[src/rtl/ad9434_sample_pack.sv]
// AD9434 sample packer: registers the DDR lanes, formats 12-bit samples into 16-bit lanes,
// packs four lanes per 64-bit word and streams a length-bounded capture through a 2-entry buffer.
`timescale 1ns/1ps

module ad9434_sample_pack #(
    parameter string DATA_FORMAT = "OFFSET",
    parameter int    LANE_SWAP   = 0,
    parameter int    LEN_W       = 16
) (
    input  logic             adc_clk,
    input  logic             rst,
    input  logic [5:0]       din_q1,
    input  logic [5:0]       din_q2,
    input  logic             din_or,
    input  logic             capture_start,
    input  logic [LEN_W-1:0] capture_len,
    output logic [63:0]      m_tdata,
    output logic             m_tvalid,
    input  logic             m_tready,
    output logic             m_tlast,
    output logic             busy,
    output logic             done,
    output logic             overflow,
    output logic [LEN_W-1:0] overflow_cnt
);

    localparam bit IS_TWOS = (DATA_FORMAT == "TWOS");
    localparam bit SWAP    = (LANE_SWAP != 0);

    typedef enum logic [1:0] {
        S_IDLE,
        S_CAPTURE,
        S_DRAIN
    } state_t;

    typedef struct packed {
        logic        last;
        logic [63:0] data;
    } entry_t;

    // Input and format pipeline
    logic [5:0]       din_q1_q, din_q2_q;
    logic             din_or_q;
    logic             in_vld_q, in_vld_d;
    logic [15:0]      fmt_q, fmt_d;
    logic             fmt_vld_q, fmt_vld_d;

    // Packing state machine
    state_t           state_q, state_d;
    logic [LEN_W-1:0] len_q, len_d;
    logic [LEN_W-1:0] word_cnt_q, word_cnt_d;
    logic [1:0]       slot_q, slot_d;
    logic [47:0]      acc_q, acc_d;
    logic             done_q, done_d;
    logic             overflow_q, overflow_d;
    logic [LEN_W-1:0] overflow_cnt_q, overflow_cnt_d;

    // Output buffer
    entry_t           fifo_q [2];
    entry_t           fifo_d [2];
    logic [1:0]       fifo_cnt_q, fifo_cnt_d;

    logic [11:0]      raw;
    logic [11:0]      smp;
    logic             word_wr;
    entry_t           word;
    logic             pop;

    always_comb begin
        raw       = SWAP ? {din_q2_q, din_q1_q} : {din_q1_q, din_q2_q};
        smp       = IS_TWOS ? {~raw[11], raw[10:0]} : raw;
        fmt_d     = {din_or_q, (IS_TWOS ? {3{smp[11]}} : 3'b000), smp};
        // A sample is tagged valid only if it was registered after the start edge,
        // so the two-stage pipeline never leaks pre-start data into a word.
        in_vld_d  = (state_q == S_CAPTURE);
        fmt_vld_d = in_vld_q;
    end

    always_comb begin
        state_d        = state_q;
        len_d          = len_q;
        word_cnt_d     = word_cnt_q;
        slot_d         = slot_q;
        acc_d          = acc_q;
        done_d         = 1'b0;
        overflow_d     = overflow_q;
        overflow_cnt_d = overflow_cnt_q;
        fifo_d         = fifo_q;
        fifo_cnt_d     = fifo_cnt_q;
        word_wr        = 1'b0;
        word           = '{last: 1'b0, data: {fmt_q, acc_q}};
        pop            = (fifo_cnt_q != 2'd0) && m_tready;

        case (state_q)
            S_IDLE: begin
                if (capture_start && (capture_len != '0)) begin
                    len_d          = capture_len;
                    overflow_d     = 1'b0;
                    overflow_cnt_d = '0;
                    slot_d         = 2'd0;
                    word_cnt_d     = '0;
                    state_d        = S_CAPTURE;
                end
            end
            S_CAPTURE: begin
                if (fmt_vld_q) begin
                    if (slot_q == 2'd3) begin
                        word_wr    = 1'b1;
                        word_cnt_d = word_cnt_q + 1'b1;
                        slot_d     = 2'd0;
                        if (word_cnt_d == len_q) begin
                            word.last = 1'b1;
                            state_d   = S_DRAIN;
                        end
                    end else begin
                        acc_d[{slot_q, 4'b0000} +: 16] = fmt_q;
                        slot_d = slot_q + 2'd1;
                    end
                end
            end
            S_DRAIN: begin
                if ((fifo_cnt_q == 2'd0) || ((fifo_cnt_q == 2'd1) && m_tready)) begin
                    done_d  = 1'b1;
                    state_d = S_IDLE;
                end
            end
            default: state_d = S_IDLE;
        endcase

        case (fifo_cnt_q)
            2'd0: begin
                if (word_wr) begin
                    fifo_d[0]  = word;
                    fifo_cnt_d = 2'd1;
                end
            end
            2'd1: begin
                if (pop && word_wr) begin
                    fifo_d[0] = word;
                end else if (pop) begin
                    fifo_cnt_d = 2'd0;
                end else if (word_wr) begin
                    fifo_d[1]  = word;
                    fifo_cnt_d = 2'd2;
                end
            end
            default: begin
                if (pop) begin
                    fifo_d[0] = fifo_q[1];
                    if (word_wr) begin
                        fifo_d[1] = word;
                    end else begin
                        fifo_cnt_d = 2'd1;
                    end
                end else if (word_wr) begin
                    overflow_d = 1'b1;
                    if (overflow_cnt_q != '1) begin
                        overflow_cnt_d = overflow_cnt_q + 1'b1;
                    end
                end
            end
        endcase
    end

    always_ff @(posedge adc_clk) begin
        if (rst) begin
            din_q1_q       <= '0;
            din_q2_q       <= '0;
            din_or_q       <= 1'b0;
            in_vld_q       <= 1'b0;
            fmt_q          <= '0;
            fmt_vld_q      <= 1'b0;
            state_q        <= S_IDLE;
            len_q          <= '0;
            word_cnt_q     <= '0;
            slot_q         <= 2'd0;
            acc_q          <= '0;
            done_q         <= 1'b0;
            overflow_q     <= 1'b0;
            overflow_cnt_q <= '0;
            // NOTE: buffer storage is reset because the head entry drives m_tdata,
            // whose reset value is observable downstream.
            fifo_q[0]      <= '0;
            fifo_q[1]      <= '0;
            fifo_cnt_q     <= 2'd0;
        end else begin
            din_q1_q       <= din_q1;
            din_q2_q       <= din_q2;
            din_or_q       <= din_or;
            in_vld_q       <= in_vld_d;
            fmt_q          <= fmt_d;
            fmt_vld_q      <= fmt_vld_d;
            state_q        <= state_d;
            len_q          <= len_d;
            word_cnt_q     <= word_cnt_d;
            slot_q         <= slot_d;
            acc_q          <= acc_d;
            done_q         <= done_d;
            overflow_q     <= overflow_d;
            overflow_cnt_q <= overflow_cnt_d;
            fifo_q         <= fifo_d;
            fifo_cnt_q     <= fifo_cnt_d;
        end
    end

    assign m_tdata      = fifo_q[0].data;
    assign m_tlast      = fifo_q[0].last;
    assign m_tvalid     = (fifo_cnt_q != 2'd0);
    assign busy         = (state_q != S_IDLE);
    assign done         = done_q;
    assign overflow     = overflow_q;
    assign overflow_cnt = overflow_cnt_q;

endmodule

[config.mk]
export PLATFORM = sky130hd
export DESIGN_NAME = ad9434_sample_pack
export DESIGN_NICKNAME = d
export VERILOG_FILES = /design/src/rtl/ad9434_sample_pack.sv
export SDC_FILE = /design/constraint.sdc
export NUM_CORES = 1
export LEC_CHECK = 0
export CAP_MARGIN = 20
export CORE_UTILIZATION = 68
export DETAILED_ROUTE_END_ITERATION = 10
export DONT_BUFFER_PORTS = 1
export PLACE_DENSITY = 0.89
export SYNTH_ARGS = -nofsm -noshare
export SYNTH_HDL_FRONTEND = slang
export SYNTH_SLANG_ARGS = --single-unit
[constraint.sdc]
create_clock -name adc_clk -period 6 [get_ports adc_clk]
set_clock_uncertainty 0.1 [all_clocks]
set_input_delay 1.2 -clock adc_clk [delete_from_list [all_inputs] [get_ports adc_clk]]
set_output_delay 1.2 -clock adc_clk [all_outputs]
set_load 0.01 [all_outputs]
==> results.cfg <==
[clock_tree]
cts_resized = 0
htree_levels = 1
cts.sinks = 229
clockBufferDepth = 3
cts.hold.buffers_added = 0
clkSlewWorstSetupHoldPaths_ns = 0.06
root_buffer = clkbuf_16
clk_latency_ns = 0.50
cts_setup_buffers = 0
cts_tree = done
cts_buffers = 24

[synthesis]
synth_top_area_share_pct = 46.2
yosys_warnings = 0
syn-instance-count = 1161
ys_ff_latch = 229
postSynth.asyncResetShare_pct = 0
synth.avg_cell_area_um2 = 8.55
syn_area_um2 = 9920
synthTopCellsByArea = dfxtp_1 46%, mux2i_1 7.0%, nand2_1 6.4%
synth_flop_cell = dfxtp_1
yosys.area.top_type = dfxtp_1
yosysSeqAreaShare_pct = 46.2
synthDistinctLibCells = 57
synth_edf_count = 0

[detailed_routing]
vias = 7551
wl_per_cell_um = 16.3
postRouteAntennaNets = 0
dr.pass1.iters = 5
wl_um = 20500
vias_per_cell = 5.99
route.detailed.drc = 0
drt_iter0_drc = 633

[floorplanning]
die_area_um2 = 15100
die_x_um = 123
start_util_pct = 70.7
die_h_um = 123
core_um2 = 14000
placementRows = 43
ios = 118

[sta]
worst_slack_ns = 2.88
fin_crit_sh_pct = 52.1
relSlewSlack_pct = 29.9
finalSetupViolCount = 0
fmax_ghz = 0.320
tns_ns = 0
finalHoldViolCount = 0
post-route-min-period_ns = 3.12
rsz0062_at_grt = no
slew_viol_final = 0
tightest_slew_ns = 1.05

[power]
power.density_nw_per_um2 = 297
peakVddDrop_v = 0.000268
p_leak_nw = 3.32
p_total_w = 0.00304

[critical_path]
end_kind = register
cp.depth = 7
critPathBufInv = 0
rrSetupSlack_ns = 2.88
r2r_end = state_q[0]
critPathKind = reg2reg
crit_required_ns = 6.30
cp_cell_sequence = ha_1 > nand3_4 > or3_1 > a2111oi_0 > and4_1 > nand4_1 > o21a_1
startpoint_type = register
rr_worst_depth = 7
critPathArrivalTime_ns = 3.42
crit_path_max_incr_delay_ns = 0.74
cp_max_fo = 8
cpMaxStageDelayCell = a2111oi_0
critPathTopFamily = simple AND/OR/NAND/NOR gates
r2r_start = word_cnt_q[0]

[final_layout]
n_antenna_cell = 0
nFillCells = 1041
fin_util_pct = 73.0
area_growth_pct = 3.33
finalNetCount = 1104
drive_above_1_share_pct = 6.11

[placed_design]
place.gp.congestion = 0.888
dp_slack_ns = 2.56
port_buffers = 0
dpl.hpwl_um = 13000

[outcome]
status = complete, no violations

[min_path]
hold_end = fmt_q[8]
min-delay-start = din_q1_q[2]
hold_path_depth = 1
hold_class = reg2reg

[global_routing]
grt_pass1_wl_um = 33100
grt_pass1_vias = 6852
grt_usage_pct = 27.3
antenna_found_initial = 0
overflow = 0
grt_max_degree = 222

[job]
drv_cap = 0
==> cells by family (layout without fill, tap and decap cells) <==
family          count (synthesis)  in the layout  synth area share (%)
compound gates                224            224                  13.6
fa+ha+maj                       8              8                  1.01
other cells                     1             12                0.0378
mux                            69             69                  6.96
simple gates                  446            446                  21.0
flops                         229            229                  46.2
xor+xnor                       29             29                  2.56
buf+inv                       155             63                  8.61
==> sequential cells by signal (all words and copies together) (netlist names), 2 cells and up <==
signal,count
din_q1_q,6
slot_q,2
din_q2_q,6
fifo_q,53
acc_q,39
overflow_cnt,16
word_cnt_q,16
fifo_cnt_q,2
fmt_q,13
len_q,16
m_tdata,52
state_q,2
==> layout by cell type (no fill, tap or decap), types with 10 or more instances in the layout <==
| master | n |
|---|---|
| nand4_1 | 14 |
| a21oi_1 | 121 |
| xnor2_1 | 19 |
| nor2_1 | 107 |
| nand3_1 | 61 |
| xor2_1 | 10 |
| mux2i_1 | 69 |
| a211oi_1 | 54 |
| dfxtp_1 | 228 |
| conb_1 | 12 |
| nor2b_1 | 31 |
| o21ai_0 | 19 |
| nand2_1 | 170 |
| clkbuf_16 | 25 |
| nor3_1 | 14 |
| inv_1 | 11 |
==> cell usage after synthesis, types with 3 or more instances <==
cell	n
nand3b_1	4
xor2_1	10
nor2_1	108
ha_1	8
o21a_1	3
o21ai_1	3
nand4_1	14
buf_4	67
a21oi_1	122
o21ai_0	19
inv_1	11
buf_1	8
dfxtp_1	229
and3_1	3
or3_1	6
nor2b_1	31
nor4_1	5
xnor2_1	19
a31oi_1	4
nand3_1	61
nor3b_1	4
clkbuf_1	57
nor3_1	14
a211oi_1	54
nand2_1	170
mux2i_1	69
and2_1	7
and4_1	5
buf_2	11
==> report_power, final <==
group,switching (W),internal [W]
Clock,0.000586,0.000835
Combinational,0.0000402,0.0000286
Sequential,0.0000158,0.00154
==> layer usage <==
layer	track usage (%)	part of all wire (%)	up-vias	routed length, um
li1	-	-	3728	-
met1	36.0	43	3533	8800
met2	44.0	47	233	9610
met3	5.48	6.9	57	1420
met4	10.5	3.3	0	678
met5	0	0	-	0
==> area by class of cell <==
class	instances	area, um^2	share of cell area, %
Clock inverter	10	61.3	0.598
Tap cell	180	225	2.20
Multi-Input combinational cell	788	4540	44.3
Timing Repair Buffer	9	80.1	0.781
Clock buffer	33	716	6.98
Inverter	11	41.3	0.403
Sequential cell	229	4590	44.7
==> stage by stage <==
step,area (um^2),std cells,hold WS [ns]
3_5_place_dp,9450,1215,0.322
3_3_place_gp,9450,1215,0.321
4_1_cts,10200,1258,0.333
5_1_grt,10300,1260,0.346
6_report,10300,1260,0.332
2_1_floorplan,9960,1172,0.314
==> worst max-delay path by stage <==
stage                    startpoint             end  slack, ns
global placement           m_tready         m_tlast       2.69
floorplan           capture_len[11]  word_cnt_q[10]       3.26
detailed placement        slot_q[0]     m_tdata[35]       2.56
global route          fifo_cnt_q[1]      fifo_q[37]       2.79
CTS                       slot_q[0]     m_tdata[37]       2.51
finish                word_cnt_q[0]      state_q[0]       2.88
Note: power is estimated with default switching activity, not from simulation.
